File: src/rtl/tpu_pkg.sv
// Shared types and helpers for the systolic-array receive path.
// Column packing: column j of a row occupies bits [PSUM_W*j +: PSUM_W].
package tpu_pkg;

  localparam int COLS   = 6;
  localparam int PSUM_W = 16;
  localparam int ROW_W  = COLS * PSUM_W;

  typedef logic signed [PSUM_W-1:0] psum_t;
  typedef psum_t [COLS-1:0]         row_t;

  localparam psum_t PSUM_MAX = 16'sh7FFF;
  localparam psum_t PSUM_MIN = 16'sh8000;

  // Signed 16-bit add that clamps to [-32768, 32767] instead of wrapping.
  function automatic psum_t sat_add16(input psum_t a, input psum_t b);
    logic signed [PSUM_W:0] s;
    s = {a[PSUM_W-1], a} + {b[PSUM_W-1], b};
    if (s > 17'sd32767)       return PSUM_MAX;
    else if (s < -17'sd32768) return PSUM_MIN;
    else                      return psum_t'(s[PSUM_W-1:0]);
  endfunction

endpackage

File: src/rtl/psum_deskew_collector_if.sv
// Aligned-row output handshake of psum_deskew_collector.
// master = row producer (the collector), slave = downstream consumer.
interface psum_deskew_collector_if #(
  parameter int W = tpu_pkg::ROW_W
) ();

  logic [W-1:0] out_row;
  logic         out_valid;
  logic         out_ready;

  modport master (output out_row, output out_valid, input out_ready);
  modport slave  (input out_row, input out_valid, output out_ready);

endinterface

File: src/rtl/psum_row_fifo.sv
// Synchronous row FIFO with a registered head word.
// Full is judged before any same-cycle pop, so a push into a full FIFO is
// refused even when the head leaves in that cycle. Pointers wrap mod DEPTH.
module psum_row_fifo
  import tpu_pkg::*;
#(
  parameter int W     = ROW_W,
  parameter int DEPTH = 4
) (
  input  logic                     clk,
  input  logic                     rst,
  input  logic                     push,
  input  logic [W-1:0]             wdata,
  input  logic                     pop_ready,
  output logic [W-1:0]             head,
  output logic                     valid,
  output logic [$clog2(DEPTH):0]   count,
  output logic                     full
);

  localparam int AW = $clog2(DEPTH);
  localparam int CW = AW + 1;

  logic [W-1:0]  mem_q [DEPTH];
  logic [AW-1:0] wr_ptr_q, wr_ptr_d;
  logic [AW-1:0] rd_ptr_q, rd_ptr_d;
  logic [AW-1:0] rd_ptr_nx;
  logic [CW-1:0] count_q, count_d;
  logic [W-1:0]  head_q, head_d;
  logic          empty, do_push, do_pop;

  assign full      = (count_q == CW'(DEPTH));
  assign empty     = (count_q == '0);
  assign valid     = !empty;
  assign do_push   = push && !full;
  assign do_pop    = valid && pop_ready;
  assign rd_ptr_nx = rd_ptr_q + AW'(1);
  assign head      = head_q;
  assign count     = count_q;

  // Next pointers, occupancy and head word.
  always_comb begin
    // NOTE: every always_comb output gets a default first so no path can infer a latch.
    wr_ptr_d = wr_ptr_q + AW'(do_push);
    rd_ptr_d = rd_ptr_q + AW'(do_pop);
    count_d  = count_q;
    head_d   = head_q;
    case ({do_push, do_pop})
      2'b10:   count_d = count_q + CW'(1);
      2'b01:   count_d = count_q - CW'(1);
      default: count_d = count_q;
    endcase
    if (do_pop) begin
      if (count_q > CW'(1)) head_d = mem_q[rd_ptr_nx];
      else if (do_push)     head_d = wdata;
    end else if (empty && do_push) begin
      head_d = wdata;
    end
  end

  // Control and head registers.
  always_ff @(posedge clk) begin
    // NOTE: sequential state uses non-blocking assignment so all flops update together.
    if (rst) begin
      wr_ptr_q <= '0;
      rd_ptr_q <= '0;
      count_q  <= '0;
      head_q   <= '0;
    end else begin
      wr_ptr_q <= wr_ptr_d;
      rd_ptr_q <= rd_ptr_d;
      count_q  <= count_d;
      head_q   <= head_d;
    end
  end

  // Storage array write.
  always_ff @(posedge clk) begin
    // NOTE: storage is not reset; the pointers and count make stale words unreachable.
    if (do_push) mem_q[wr_ptr_q] <= wdata;
  end

endmodule

File: src/rtl/psum_deskew_collector.sv
// Receive end of the systolic array's south edge: realigns column-skewed
// partial sums into whole rows, queues them and hands them downstream.
// Column j lags column 0 by j cycles, so it is delayed COLS-1-j stages.
// The array cannot stall: a row arriving at a full FIFO is dropped and the
// sticky overflow flag is raised.
// Optional feature macro: PSUM_ACC_EN -- accumulate acc_len aligned rows per
// column (saturating) and queue only the group sum.
module psum_deskew_collector
  import tpu_pkg::*;
#(
  parameter int DEPTH = 4
) (
  input  logic                   clk,
  input  logic                   rst,
  input  logic [ROW_W-1:0]       psum_in,
  input  logic                   psum_in_valid,
  psum_deskew_collector_if.master out,
  output logic [$clog2(DEPTH):0] fifo_count,
  output logic                   overflow,
  input  logic                   ovf_clr
`ifdef PSUM_ACC_EN
  ,
  input  logic [3:0]             acc_len
`endif
);

  localparam int NSTG = COLS - 1;

  row_t            col_in;
  row_t            al_row;
  logic [NSTG-1:0] vld_q, vld_d;
  logic            v_al;
  logic            push_req;
  row_t            push_row;
  logic            fifo_full;
  logic            drop;
  logic            ovf_q, ovf_d;

  assign col_in = psum_in;

  // ---------------------------------------------------------------- deskew
  for (genvar j = 0; j < COLS - 1; j++) begin : g_dly
    localparam int D = COLS - 1 - j;
    psum_t line_q [D];
    psum_t line_d [D];

    // Shift column j one stage per cycle toward the aligned tap.
    always_comb begin
      line_d[0] = col_in[j];
      for (int s = 1; s < D; s++) line_d[s] = line_q[s-1];
    end

    // Column j delay-line registers, cleared on reset.
    always_ff @(posedge clk) begin
      if (rst) begin
        for (int s = 0; s < D; s++) line_q[s] <= '0;
      end else begin
        for (int s = 0; s < D; s++) line_q[s] <= line_d[s];
      end
    end

    assign al_row[j] = line_q[D-1];
  end

  // Last column arrives already aligned.
  assign al_row[COLS-1] = col_in[COLS-1];

  // Row marker follows column 0 down its own delay line.
  always_comb begin
    vld_d = {vld_q[NSTG-2:0], psum_in_valid};
  end

  // Valid delay-line register.
  always_ff @(posedge clk) begin
    if (rst) vld_q <= '0;
    else     vld_q <= vld_d;
  end

  assign v_al = vld_q[NSTG-1];

  // ---------------------------------------------------------- accumulation
`ifdef PSUM_ACC_EN
  row_t       acc_q, acc_d;
  logic [3:0] grp_cnt_q, grp_cnt_d;
  logic [3:0] grp_len_q, grp_len_d;
  logic [3:0] eff_len;
  logic       grp_first;
  row_t       sum_row;

  // Group bookkeeping: first row samples acc_len, the last row emits the sum.
  always_comb begin
    acc_d     = acc_q;
    grp_cnt_d = grp_cnt_q;
    grp_len_d = grp_len_q;
    push_req  = 1'b0;
    push_row  = al_row;
    grp_first = (grp_cnt_q == 4'd0);
    eff_len   = grp_len_q;
    if (grp_first) eff_len = (acc_len == 4'd0) ? 4'd1 : acc_len;
    for (int j = 0; j < COLS; j++) begin
      sum_row[j] = grp_first ? al_row[j] : sat_add16(acc_q[j], al_row[j]);
    end
    if (v_al) begin
      grp_len_d = eff_len;
      if (grp_cnt_q + 4'd1 == eff_len) begin
        // Group closes; accumulators restart even if the FIFO drops the sum.
        push_req  = 1'b1;
        push_row  = sum_row;
        acc_d     = '0;
        grp_cnt_d = 4'd0;
      end else begin
        acc_d     = sum_row;
        grp_cnt_d = grp_cnt_q + 4'd1;
      end
    end
  end

  // Accumulator and group-counter registers.
  always_ff @(posedge clk) begin
    if (rst) begin
      acc_q     <= '0;
      grp_cnt_q <= '0;
      grp_len_q <= '0;
    end else begin
      acc_q     <= acc_d;
      grp_cnt_q <= grp_cnt_d;
      grp_len_q <= grp_len_d;
    end
  end
`else
  assign push_req = v_al;
  assign push_row = al_row;
`endif

  // ------------------------------------------------------------------ FIFO
  psum_row_fifo #(
    .W     (ROW_W),
    .DEPTH (DEPTH)
  ) u_fifo (
    .clk       (clk),
    .rst       (rst),
    .push      (push_req),
    .wdata     (push_row),
    .pop_ready (out.out_ready),
    .head      (out.out_row),
    .valid     (out.out_valid),
    .count     (fifo_count),
    .full      (fifo_full)
  );

  // -------------------------------------------------------------- overflow
  assign drop = push_req && fifo_full;

  // Sticky drop flag; a drop in the clearing cycle keeps it set.
  always_comb begin
    ovf_d = ovf_q;
    if (drop)         ovf_d = 1'b1;
    else if (ovf_clr) ovf_d = 1'b0;
  end

  // Overflow flag register.
  always_ff @(posedge clk) begin
    if (rst) ovf_q <= 1'b0;
    else     ovf_q <= ovf_d;
  end

  assign overflow = ovf_q;

endmodule
File: src/flat_wrapper.sv
// flat-port wrapper written by rule: the top's interface ports become plain ports
module psum_deskew_collector_flat import tpu_pkg::*;
#(
  parameter int DEPTH = 4
)
  (clk, rst, psum_in, psum_in_valid, fifo_count, overflow, ovf_clr, out_out_row, out_out_valid, out_out_ready);
  psum_deskew_collector_if out_i ();
  input  logic clk;
  input  logic rst;
  input  logic [ROW_W-1:0] psum_in;
  input  logic psum_in_valid;
  output logic [$clog2(DEPTH):0] fifo_count;
  output logic overflow;
  input  logic ovf_clr;
  output wire logic [$bits(out_i.out_row)-1:0] out_out_row;
  output wire logic [$bits(out_i.out_valid)-1:0] out_out_valid;
  input wire logic [$bits(out_i.out_ready)-1:0] out_out_ready;
  assign out_out_row = out_i.out_row;
  assign out_out_valid = out_i.out_valid;
  assign out_i.out_ready = out_out_ready;
  psum_deskew_collector #(.DEPTH(DEPTH)) u_core (.clk(clk), .rst(rst), .psum_in(psum_in), .psum_in_valid(psum_in_valid), .out(out_i), .fifo_count(fifo_count), .overflow(overflow), .ovf_clr(ovf_clr));
endmodule
File: config.mk
export PLATFORM = sky130hd
export DESIGN_NAME = psum_deskew_collector_flat
export DESIGN_NICKNAME = d
export VERILOG_FILES = /design/src/rtl/tpu_pkg.sv /design/src/rtl/psum_deskew_collector_if.sv /design/src/rtl/psum_row_fifo.sv /design/src/rtl/psum_deskew_collector.sv /design/src/flat_wrapper.sv
export SDC_FILE = /design/constraint.sdc
export NUM_CORES = 1
export LEC_CHECK = 0
export BUFFER_PORTS_ARGS = -buffer_cell sky130_fd_sc_hd__clkbuf_2
export CELL_PAD_IN_SITES_DETAIL_PLACEMENT = 0
export CELL_PAD_IN_SITES_GLOBAL_PLACEMENT = 2
export CORE_MARGIN = 3
export CORE_UTILIZATION = 39
export CTS_CLUSTER_DIAMETER = 100
export DETAILED_ROUTE_END_ITERATION = 10
export PLACE_DENSITY = 0.76
export SLEW_MARGIN = 0
export SYNTH_ARGS = -nofsm -noshare
export SYNTH_HDL_FRONTEND = slang
export SYNTH_SLANG_ARGS = --single-unit
File: constraint.sdc
create_clock -name clk -period 8.9 [get_ports clk]
set_input_delay 1.78 -clock clk [delete_from_list [all_inputs] [get_ports clk]]
set_output_delay 1.78 -clock clk [all_outputs]
set_load 0.05 [all_outputs]
==> results.md, run 1 <==
- The startpoint class of the critical path is a primary input.
- After synthesis the netlist holds a flip-flop and latch count of 733.
- The number of antenna diodes in the final layout is 0.
- The floorplan has 92 rows.
- Sequential cells account for 44.4% of the total power.
- The fraction of the cycle the final worst path needs is 51.4%.
- The count of buffers inserted at the top-level ports is 201.
- The flop-to-flop setup slack is 4750 ps.
- The count of final max-slew check failures is 0.
- The global route total overflow is 0.
- The destination of the worst hold path is u_core.g_dly[2].line_q[0][18]$_SDFF_PP0_.
- The initial antenna violation count is 0.
- The net switching power is 2.72 mW.
- The startpoint identified for the worst hold timing path is u_core.g_dly[2].line_q[0][2]$_SDFF_PP0_.
- The number of global-route vias before repair was 14,000.
- The residual antenna-violating net count after detailed routing is 0.
- The deepest level of the CTS H-tree is 3.
- The category of the worst setup path capture point is a register.
- The net total in the final layout is 1,907.
- The slowest cell on the critical path is sky130_fd_sc_hd__buf_4.
- Dividing the detail-routed wire length by the instance count gives 20.3 um.
- Clock tree synthesis selected as its root buffer the cell sky130_fd_sc_hd__clkbuf_16.
- The largest net degree at the start of global routing is 160.
- The worst setup path is of the primary input to register kind.
- For this design the ratio of total power to cell area is 299 nW/um^2.
- Once the clock tree was built, the resizer swapped 0 gates to a different size.
- The count of max-cap constraint violations is 0.
- The highest achievable clock rate is 219 MHz.
- TritonCTS built the clock tree.
- The HPWL after detailed placement is 29.0 mm.
- The delay of the slowest cell on the worst path is 820 ps.
- Data on the critical path arrives at its endpoint at 4990 ps.
- 202 I/O pins were placed.
- The clock arrives with 18.5 ps of skew.
- In the layout the commonest cells are sky130_fd_sc_hd__edfxtp_1, sky130_fd_sc_hd__dfxtp_1, sky130_fd_sc_hd__nor2b_1.
- The library cell used most frequently in the layout, excluding fill and tap cells, is sky130_fd_sc_hd__edfxtp_1.
- The number of sinks on the clock net is 733.
- The placeable core region is 63,800 um^2.
- The cell area after synthesis is 25,400 um^2.
- During synthesis, Yosys emitted a total of 0 warnings.
- The first-pass iteration count of the detailed router is 5.
- The number of distinct library cells after synthesis is 37.
- The reg-to-reg endpoint is u_core.u_fifo.head[74]$_SDFFE_PP0P_.
- Setup repair after global routing left no endpoint under its margin.
- The fraction of layout cells with a size suffix above 1 is 26.1%.
- The worst register-to-register path begins at u_core.u_fifo.count[0]$_SDFFE_PP0P_.
- The non-filler instance count after layout is 2,707.
- The number of cells on the worst reg-to-reg path is 9.
- The final count of hold timing violations was 0.
- The clock network is responsible for 35.4% of the overall power.
- The worst endpoint required time is 9310 ps.
- The die extent in y is 261 um.
- Counting every net in the synthesized netlist gives 1,725.
- The buffer depth of the longest clock path is 3.
- The signal on the critical path passes through clkbuf_2 -> and2_1 -> ha_1 -> or3b_4 -> and2_4 -> buf_4 -> a311oi_2.
- VDD sags by at most 0.165 mV.
- The placer congestion estimate is 0.752.
- In this run the horizontal extent of the chip is 261 um.
- The clock transition at the registers of the reported paths is 60 ps.
- Setup violations remaining at the end of the flow were counted as 0.
- The leakage power is 9.92 nW.
- Once the floorplan was initialized, standard cells occupied 39.9% of the core.
- The final routed wirelength across all metal layers is 55.0 mm.
- Global routing used 16.1% of the available tracks.
- For this block, the initial DRC count from the detailed router was 785.
- The first-pass GRT wire length is 83.6 mm.
- The average cell area after synthesis is 15.7 um^2.
- The run finished with clean final reports.
- The design draws 8.88 mW.
- The total via count in the routed design is 13,400.
- Counting every instance in the synthesized netlist gives 1,618.
- The total clock buffers created by CTS is 77.
- In this run, the combinational gates consume 20.2% of the power.
- The clock reaches the later pin of the worst-skew pair after 600 ps.
- The average vias per placed instance is 4.97.
- The final period demand of the worst path is 4570 ps.
- For this run, the register share of the synthesized area comes to 72.8%.
- The growth of design area from synthesis to finish is 16.7%.
- Of the total power, the share spent switching nets is 30.6%.
- The minimum hold slack is 424 ps.
- The internal power consumption is 6.16 mW.
- The instance count after placement with tap cells included is 2,567.
- After detailed routing, the number of remaining DRC violations is 0.
- The worst-margin pin slew is 963 ps.
- The highest fanout seen on the critical path is 49.
- The worst min-delay path category is register to register.
- The buffers inserted during post-CTS setup optimization is 0.
- The worst pin sits at a relative slew slack of 35.8%.
- The area of the die is 68,300 um^2.
- Summed over all failing endpoints, the final setup total negative slack is 0 ps.
- In this run, post-CTS hold repair placed 0 buffers.
- The worst hold path cell count is 1.
[logic make-up (layout without fill, tap and decap cells)]
kind of cell               count (synthesis)  in the layout  synth area share, %
xor gates and xnor gates                   5              5                0.172
AOI/OAI and AO/OA                        199            199                 6.62
and+or+nand+nor                          458            458                 9.35
DFF                                      733            733                 72.8
buffers and inverters                    119            362                 2.14
muxes                                     98             98                 8.60
adders and majority gates                  6              6                0.295
[how the worst max path moves through the flow]
stage	from	endpoint	slack, ps	cells after the start
2_1_floorplan	u_core.u_fifo.count[0]$_SDFFE_PP0P_	u_core.u_fifo.mem_q[0][0]$_DFFE_PP_	450	5
3_3_place_gp	out_out_ready	u_core.u_fifo.head[80]$_SDFFE_PP0P_	3730	7
3_5_place_dp	out_out_ready	u_core.u_fifo.head[74]$_SDFFE_PP0P_	3710	7
4_1_cts	out_out_ready	u_core.u_fifo.head[74]$_SDFFE_PP0P_	4320	7
5_1_grt	out_out_ready	u_core.u_fifo.head[74]$_SDFFE_PP0P_	4180	7
6_report	out_out_ready	u_core.u_fifo.head[74]$_SDFFE_PP0P_	4330	7
[routing by layer]
layer	wire (um)	vias to the layer above	global-route usage, %
met5	0	-	0
met4	1410	0	5.76
met3	3820	95	4.30
met2	25400	323	25.2
met1	24300	6732	21.8
li1	-	6293	-
[final cells by class]
type | count | area, um^2
tap | 846 | 1060
timing repair buffer | 219 | 1160
fill | 5682 | 34100
clock inverter | 30 | 277
clock buffer | 110 | 2230
multi-input combinational | 766 | 6410
sequential | 733 | 18500
inverter | 3 | 11.3
[state kept, by name, summed over array words and instances, names as in the netlist]
register,flops
u_core.g_dly.line_q,240
u_core.vld_q,5
u_core.u_fifo.wr_ptr_q,2
u_core.overflow,1
u_core.u_fifo.rd_ptr_q,2
u_core.u_fifo.mem_q,384
u_core.u_fifo.count,3
u_core.u_fifo.head,96
[power by group through the flow]
stage                     clock [mW]  combinational (mW)  sequential, mW
after global routing            3.37                1.92            3.97
final                           3.14                1.80            3.94
after floorplan                    0               0.845            4.49
after detailed placement           0                1.82            4.02
after CTS                       3.23                1.82            3.95
after global placement             0                1.80            4.02
[cells in the mapped netlist, drive strengths merged]
cell,count,area (um^2)
nand2,193,724
and2,2,12.5
nor2,6,22.5
nand4b,1,8.76
nor3,1,5.00
or3,1,6.26
mux2,1,15.0
a311oi,95,1140
o21bai,1,7.51
clkbuf,85,320
xnor2,2,17.5
a211oi,1,7.51
inv,3,11.3
and3,1,6.26
xor2,3,26.3
nor3b,2,15.0
a21oi,98,490
mux2i,1,10.0
o211ai,1,7.51
mux4,96,2160
ha,6,75.1
o211a,1,10.0
edfxtp,384,11500
buf,31,213
nand3,2,10.0
nand2b,2,20.0
nor2b,246,1540
o21ba,1,10.0
dfxtp,349,6990
o21ai,1,5.00
or3b,1,8.76
[per-stage QoR]
stage	worst slack (ps)	area [um^2]	util, %
2_1_floorplan	445	25400	-
3_3_place_gp	3730	27200	42.6
3_5_place_dp	3710	27200	42.6
4_1_cts	4320	29700	46.5
5_1_grt	4180	29700	46.5
6_report	4330	29700	46.5
[critical path, delay by kind of cell]
kind | cells | cell delay (ps)
compound gates | 1 | 220
buf+inv | 2 | 940
fa+ha+maj | 1 | 230
simple gates | 3 | 1730
(Power assumes the default switching activity.)
==> run 2: changes to the inputs <==
Clock period 8.9 ns to 4.1 ns, I/O delays scaled along.
==> run 2 against run 1 <==
- worst setup slack got worse by 3300 ps
- clock power increased by 120%
- non-clock buffer count increased by 8
- largest power group unchanged
==> results.md, run 2 (same netlist as run 1, synthesis figures left out) <==
- 202 I/O pins were placed.
- The placeable core region is 63,800 um^2.
- Sequential cells burn 44.6% of the power.
- In this run the power density over the cells is 644 nW/um^2.
- The global route total overflow is 0.
- After floorplanning, the core was divided into 92 placement rows.
- Input and output buffers added on the ports amount to 201.
- The number of buffers and inverters on the critical path is 2.
- The critical path is of the register to register type.
- For the pin with the worst max-slew slack, the measured transition is 861 ps.
- Across every metal layer, demand over resource in global routing totals 15.8%.
- Leaving out fill and tap cells, the most frequent cell in the layout is sky130_fd_sc_hd__edfxtp_1.
- In this run, post-CTS repair resized a total of 0 instances.
- The reg-to-reg endpoint is u_core.u_fifo.head[10]$_SDFFE_PP0P_.
- The number of remaining DRC errors is 0.
- The total via count in the routed design is 13,400.
- The first-pass iteration count of the detailed router is 4.
- The residual antenna-violating net count after detailed routing is 0.
- The first routing iteration left 782 violations.
- The net switching share of the total power is 30.7%.
- The internal power consumption is 13.3 mW.
- After clock tree synthesis, the clock-pin slew on the worst setup and hold paths is 60 ps.
- The final period demand of the worst path is 3100 ps.
- The die covers 68,300 um^2.
- The timing endpoint of the critical path is u_core.u_fifo.head[10]$_SDFFE_PP0P_.
- The highest achievable clock rate is 323 MHz.
- The fraction of the cycle the final worst path needs is 75.5%.
- STA classifies the critical path startpoint as a register.
- The number of hold-repair buffers added at the cts stage is 0.
- The horizontal die dimension is 261 um.
- The category of the worst setup path capture point is a register.
- At the later pin of the worst-skew pair, clock insertion delay measures 610 ps.
- Including well taps, the total number of placed cells is 2,575.
- Summed over all nets, the half-perimeter wirelength after detailed placement is 28.9 mm.
- The slowest cell on the critical path is sky130_fd_sc_hd__and2_4.
- The critical path data arrival time is 3540 ps.
- In this run, CTS created clock tree buffers numbering 76.
- Leaving out fill and tap cells, the most frequent cells in the layout are sky130_fd_sc_hd__edfxtp_1, sky130_fd_sc_hd__dfxtp_1, sky130_fd_sc_hd__nor2b_1.
- Excluding fillers, the count of instances in the completed layout stands at 2,716.
- In this run the deepest clock path goes through 3 buffers.
- The register with the most flip-flops in the layout has 384 of them.
- The final count of hold timing violations is 0.
- The initial antenna violation count is 0.
- The net switching power is 5.91 mW.
- From synthesis to final layout, the design area changed by 17.4%.
- The flop-to-flop setup slack is 1000 ps.
- The initial utilization of the core area, before any placement, comes to 39.9%.
- Measured in cells, the most critical reg-to-reg path has a length of 9.
- The worst endpoint required time is 4540 ps.
- The first-pass GRT wire length is 82.3 mm.
- The buffers inserted during post-CTS setup optimization is 0.
- At the end of the flow, the number of nets in the layout was 1,914.
- The library cell used as clock root buffer is sky130_fd_sc_hd__clkbuf_16.
- From bottom edge to top edge, the die measures 261 um.
- The critical path runs through a total of 9 cells.
- The worst slew margin relative to its limit is 42.6%.
- Setup repair after global routing left no endpoint under its margin.
- Summed over all failing endpoints, the final setup total negative slack is 0 ps.
- The fraction of layout cells with a size suffix above 1 is 26.9%.
- On the critical path the largest part of the delay comes from simple AND/OR/NAND/NOR gates.
- The tool flagged a number of max-cap violations equal to 0.
- The worst setup skew after layout is 19.5 ps.
- The share of total power dissipated in combinational logic is 20.2%.
- Across the VDD grid, the largest voltage drop is 0.494 mV.
- The run finished with clean final reports.
- The critical path starts at u_core.u_fifo.count[0]$_SDFFE_PP0P_.
- The largest net degree at the start of global routing is 104.
- TritonCTS built the clock tree.
- The H-tree was split into 3 levels.
- For this block, the routed nets add up to 53.5 mm of wire.
- In this design, the stage delay of the slowest critical-path cell is 600 ps.
- The clock network accounts for 35.2% of the total power.
- Summed over all cells, the static leakage comes to 10.0 nW.
- Traced cell by cell, the critical path runs through inv_1 -> ha_1 -> nand2_1 -> nand2_1 -> ha_1 -> or3b_4 -> and2_4 -> buf_4 -> a311oi_2.
- Dividing the detail-routed wire length by the instance count gives 19.7 um.
- Using the TritonRoute via totals, the vias-per-cell ratio works out to 4.93.
- Ranked by flip-flop count, first place goes to u_core.u_fifo.mem_q.
- The count of inserted antenna diode cells is 0.
- The worst min-delay path category is primary input to register.
- The count of final max-slew check failures came to 0.
- The number of sinks on the clock net is 733.
- The startpoint identified for the worst register-to-register timing path is u_core.u_fifo.count[0]$_SDFFE_PP0P_.
- The placer congestion estimate is 0.696.
- The count of final setup violators is 0.
- The highest fanout seen on the critical path is 39.
- The number of global-route vias before repair is 13,800.
[run 2: cell count changes in the layout (fill, tap and decap cells not counted)]
cell,change
sky130_fd_sc_hd__buf_12,+9
sky130_fd_sc_hd__buf_4,-1
sky130_fd_sc_hd__bufinv_16,-1
sky130_fd_sc_hd__clkbuf_1,-7
sky130_fd_sc_hd__clkbuf_16,-1
sky130_fd_sc_hd__clkinv_1,+1
sky130_fd_sc_hd__clkinv_2,+3
sky130_fd_sc_hd__clkinv_4,+1
sky130_fd_sc_hd__clkinv_8,+1
sky130_fd_sc_hd__dfxtp_1,-2
sky130_fd_sc_hd__dfxtp_2,+2
sky130_fd_sc_hd__inv_6,+4
sky130_fd_sc_hd__nor3_2,-1
sky130_fd_sc_hd__nor3_4,+1
[run 2: worst reg2reg max path: stages (launching register included)]
cell                       delay [ps]
sky130_fd_sc_hd__dfxtp_2          380
sky130_fd_sc_hd__inv_1             80
sky130_fd_sc_hd__ha_1             260
sky130_fd_sc_hd__nand2_1           90
sky130_fd_sc_hd__nand2_1          160
sky130_fd_sc_hd__ha_1             300
sky130_fd_sc_hd__or3b_4           260
sky130_fd_sc_hd__and2_4           600
sky130_fd_sc_hd__buf_4            610
sky130_fd_sc_hd__a311oi_2         190
[run 2: power groups by stage]
stage | Clock [mW] | Combinational [mW] | Sequential, mW
final | 6.76 | 3.88 | 8.58
after detailed placement | 0 | 3.92 | 8.75
after global routing | 7.28 | 4.13 | 8.64
after CTS | 6.98 | 3.93 | 8.60
after global placement | 0 | 3.89 | 8.74
after floorplan | 0 | 1.83 | 9.75
[run 2: area by class of cell]
cell class,count,area (um^2)
clock inverter,39,325
multi-input combinational,766,6410
clock buffer,102,2180
fill,5659,33900
timing repair buffer,227,1340
inverter,3,11.3
tap,846,1060
sequential,733,18500
[run 2: metrics by stage]
stage	hold WS [ps]	utilization, %	cell area [um^2]	setup WS, ps	total power, mW
finish	422	46.8	29800	1000	19.2
global route	392	46.8	29800	822	20.0
CTS	377	46.8	29800	985	19.5
detailed placement	420	42.9	27300	920	12.7
global placement	417	42.9	27300	975	12.6
floorplan	414	-	25500	79.6	11.6
[run 2: worst min path at each step]
stage / start / end / slack, ps / depth (start not counted)
finish: psum_in[56] / u_core.g_dly[3].line_q[0][8]$_SDFF_PP0_ / 420 / 2
global route: psum_in[56] / u_core.g_dly[3].line_q[0][8]$_SDFF_PP0_ / 390 / 2
CTS: psum_in[56] / u_core.g_dly[3].line_q[0][8]$_SDFF_PP0_ / 380 / 2
detailed placement: u_core.g_dly[0].line_q[0][61]$_SDFF_PP0_ / u_core.g_dly[0].line_q[0][77]$_SDFF_PP0_ / 420 / 1
global placement: u_core.g_dly[2].line_q[0][0]$_SDFF_PP0_ / u_core.g_dly[2].line_q[0][16]$_SDFF_PP0_ / 420 / 1
floorplan: u_core.g_dly[0].line_q[0][0]$_SDFF_PP0_ / u_core.g_dly[0].line_q[0][16]$_SDFF_PP0_ / 410 / 1
[run 2: routing by layer]
| metal | vias up | GRT usage [%] | share of wire (%) |
|---|---|---|---|
| li1 | 6319 | - | - |
| met1 | 6708 | 21.0 | 44 |
| met2 | 303 | 26.5 | 49 |
| met3 | 50 | 3.17 | 5.3 |
| met4 | 0 | 4.68 | 1.5 |
| met5 | - | 0 | 0 |
==> run 3: changes to the inputs <==
Settings changed: CORE_UTILIZATION 39 to 43, PLACE_DENSITY 0.76 to 0.79.
Clock period 4.1 ns to 3.1 ns, I/O delays scaled along.
==> run 3 against run 2 <==
- wire length fell by 1.9%
- non-clock buffer count grew 10
- first-iteration DRC count up 1.3%
- fmax grew 19%
- sequential share of layout area down 0.21 points
- register-to-register slack lost 500 ps
- largest cell class unchanged
- clock skew is 3.6 ps lower
- critical path type unchanged
- global-route usage is 1.2 points higher
- combinational power increased by 36%
- flip-flop and latch count stayed put
==> results.md, run 3 (same netlist as run 1, synthesis figures left out) <==
- The number of remaining DRC errors is 0.
- The first global-routing pass estimated 82.9 mm of wire.
- The total I/O pin count is 202.
- The detailed router finished its first iteration with 792 violations.
- The number of sinks on the clock net is 733.
- The worst-margin pin slew is 857 ps.
- The area of all sequential standard cells is 18,500 um^2.
- STA classifies the critical path endpoint as a register.
- Once routing completed, OpenROAD measured the worst setup slack at 501 ps.
- TritonCTS built the clock tree.
- The critical path data arrival time is 3100 ps.
- The worst hold path belongs to the class primary input to register.
- The number of setup buffers added after CTS is 0.
- The placed instances occupy a cell area of 27,500 um^2.
- Power spread over the standard cell area amounts to 849 nW/um^2.
- The average vias per placed instance is 5.11.
- The placeable core region is 58,100 um^2.
- In the finished design, the share of the clock period the worst path needs comes to 83.8%.
- The total power consumption of the routed design is 25.4 mW.
- Setup repair after global routing left no endpoint under its margin.
- Once detailed placement completed, the half-perimeter wirelength came to 28.9 mm.
- The signal on the critical path passes through nand2b_4 -> and2_1 -> ha_1 -> or3b_4 -> and2_4 -> buf_12 -> a311oi_1.
- The number of buffers and inverters on the critical path is 1.
- The final routed wirelength across all metal layers is 52.5 mm.
- The count of final max-slew check failures is 0.
- The run finished with clean final reports.
- The non-filler instance count after layout is 2,642.
- The worst setup path is of the register to register kind.
- The horizontal die dimension is 249 um.
- The area of the die is 62,100 um^2.
- Summing all multi-input logic gate instances after layout gives 6440 um^2.
- The final count of hold timing violations is 0.
- The register with the most flip-flops in the layout has 384 of them.
- The worst setup path is launched from a register.
- In this design, the largest share of critical-path delay is due to simple AND/OR/NAND/NOR gates.
- The net total in the final layout is 1,923.
- Once placement completed, the tool counted placed cells totaling 2,504.
- The count of final setup violators is 0.
- In the final routed layout, each cell accounts on average for 19.9 um.
- The worst slew margin relative to its limit is 42.6%.
- The effective utilization at floorplan is 43.7%.
- Data on the critical path is required at its endpoint by 3600 ps.
- The slowest cell on the critical path is sky130_fd_sc_hd__dfxtp_1.
- The highest fanout seen on the critical path is 40.
- The number of hold-repair buffers added at the cts stage is 0.
- For the worst-skew pair, the clock arrives at the later sink with an insertion delay of 610 ps.
- Between clock sinks in the finished design, the worst skew comes to 15.9 ps.
- The count of max-cap constraint violations is 0.
- The largest single stage delay on the critical path is 520 ps.
- The clock transition at the registers of the reported paths is 60 ps.
- The fraction of layout cells with a size suffix above 1 is 27.3%.
- The residual antenna-violating net count after detailed routing is 0.
- The buffer depth of the longest clock path is 3.
- From synthesis to final layout, the design area changed by 17.8%.
- The count of buffers inserted at the top-level ports is 201.
- The total overflow left after global routing is 0.
- The first detailed-routing pass ran for 5 iterations.
- The initial antenna violation count is 0.
- The worst setup slack before clock tree synthesis is 387 ps.
- Leaving out fill and tap cells, the most frequent cell in the layout is sky130_fd_sc_hd__edfxtp_1.
- Summing all non-filler instances in the final layout gives an area of 30,000 um^2.
- In the layout the commonest cells are sky130_fd_sc_hd__edfxtp_1, sky130_fd_sc_hd__dfxtp_1, sky130_fd_sc_hd__nor2b_1.
- After floorplanning, the core was divided into 88 placement rows.
- The H-tree was split into 3 levels.
- Entering global routing, the biggest net connects 99 pins.
- The die is 249 um tall.
- The number of global-route vias before repair was 14,200.
- The total clock buffers created by CTS is 75.
- The placer congestion estimate is 0.739.
- The total global routing track utilization is 17.0%.
- The setup total negative slack is 0 ps.
- The count of cells resized by post-cts repair is 0.
- The maximum resistive drop on vdd is 0.589 mV.
- Ranked by flip-flop count, first place goes to u_core.u_fifo.mem_q.
- The leakage power is 10.1 nW.
- The routed layout has 13,500 vias.
- 0 antenna diodes ended up in the layout.
- Subtracting the final worst setup slack from the clock period gives 2600 ps.
- For this run, the top clock speed supported by timing is 385 MHz.
- The number of filler cells placed in the layout is 4,941.
- In this run the clock root is driven by a sky130_fd_sc_hd__clkbuf_16.
[run 3: cell types whose count changed in the layout (fill, tap and decap cells not counted), sizes merged]
cell / before / now
buf: 27 / 37
clkinv: 27 / 23
bufinv: 4 / 7
inv: 9 / 7
clkbuf: 302 / 303
clkinvlp: 2 / 1
[run 3: cell type report]
type	instances	share of cell area (%)
Sequential cell	733	61.9
Multi-Input combinational cell	766	21.5
Clock buffer	103	6.96
Timing Repair Buffer	237	5.17
Tap cell	765	3.19
Clock inverter	35	1.29
Inverter	3	0.0459
[run 3: final timing paths]
| kind | start | to | slack [ps] | cells past startpoint |
|---|---|---|---|---|
| min | psum_in_valid | u_core.vld_q[0]$_SDFF_PP0_ | 220 | 2 |
| max reg2reg | u_core.u_fifo.count[2]$_SDFFE_PP0P_ | u_core.u_fifo.head[58]$_SDFFE_PP0P_ | 500 | 7 |
| min reg2reg | u_core.g_dly[0].line_q[0][25]$_SDFF_PP0_ | u_core.g_dly[0].line_q[0][41]$_SDFF_PP0_ | 420 | 1 |
| max | u_core.u_fifo.count[2]$_SDFFE_PP0P_ | u_core.u_fifo.head[58]$_SDFFE_PP0P_ | 500 | 7 |
[run 3: per-stage QoR]
stage	util [%]	hold WS, ps
3_5_place_dp	47.3	420
6_report	51.5	224
2_1_floorplan	-	414
5_1_grt	51.5	207
4_1_cts	51.5	183
3_3_place_gp	47.3	417
[run 3: worst reg2reg max path, delay by kind of cell (launching register included)]
family | cells | cell delay [ps]
compound gates | 1 | 270
fa+ha+maj | 1 | 220
buf+inv | 1 | 320
flops | 1 | 520
simple gates | 4 | 1180
[run 3: metal layers]
metal	vias up	track usage [%]	part of all wire (%)
met5	-	0	0
met1	6777	23.2	45
li1	6345	-	-
met3	84	3.27	4.9
met4	0	5.95	2.6
met2	301	27.5	48
[run 3: report_power, final]
part / leakage (nW) / switching [mW] / internal (mW) / total [mW]
logic: 2.63 / 3.69 / 1.60 / 5.29
clock network: 1.21 / 3.61 / 5.31 / 8.92
registers: 6.23 / 0.451 / 10.8 / 11.2
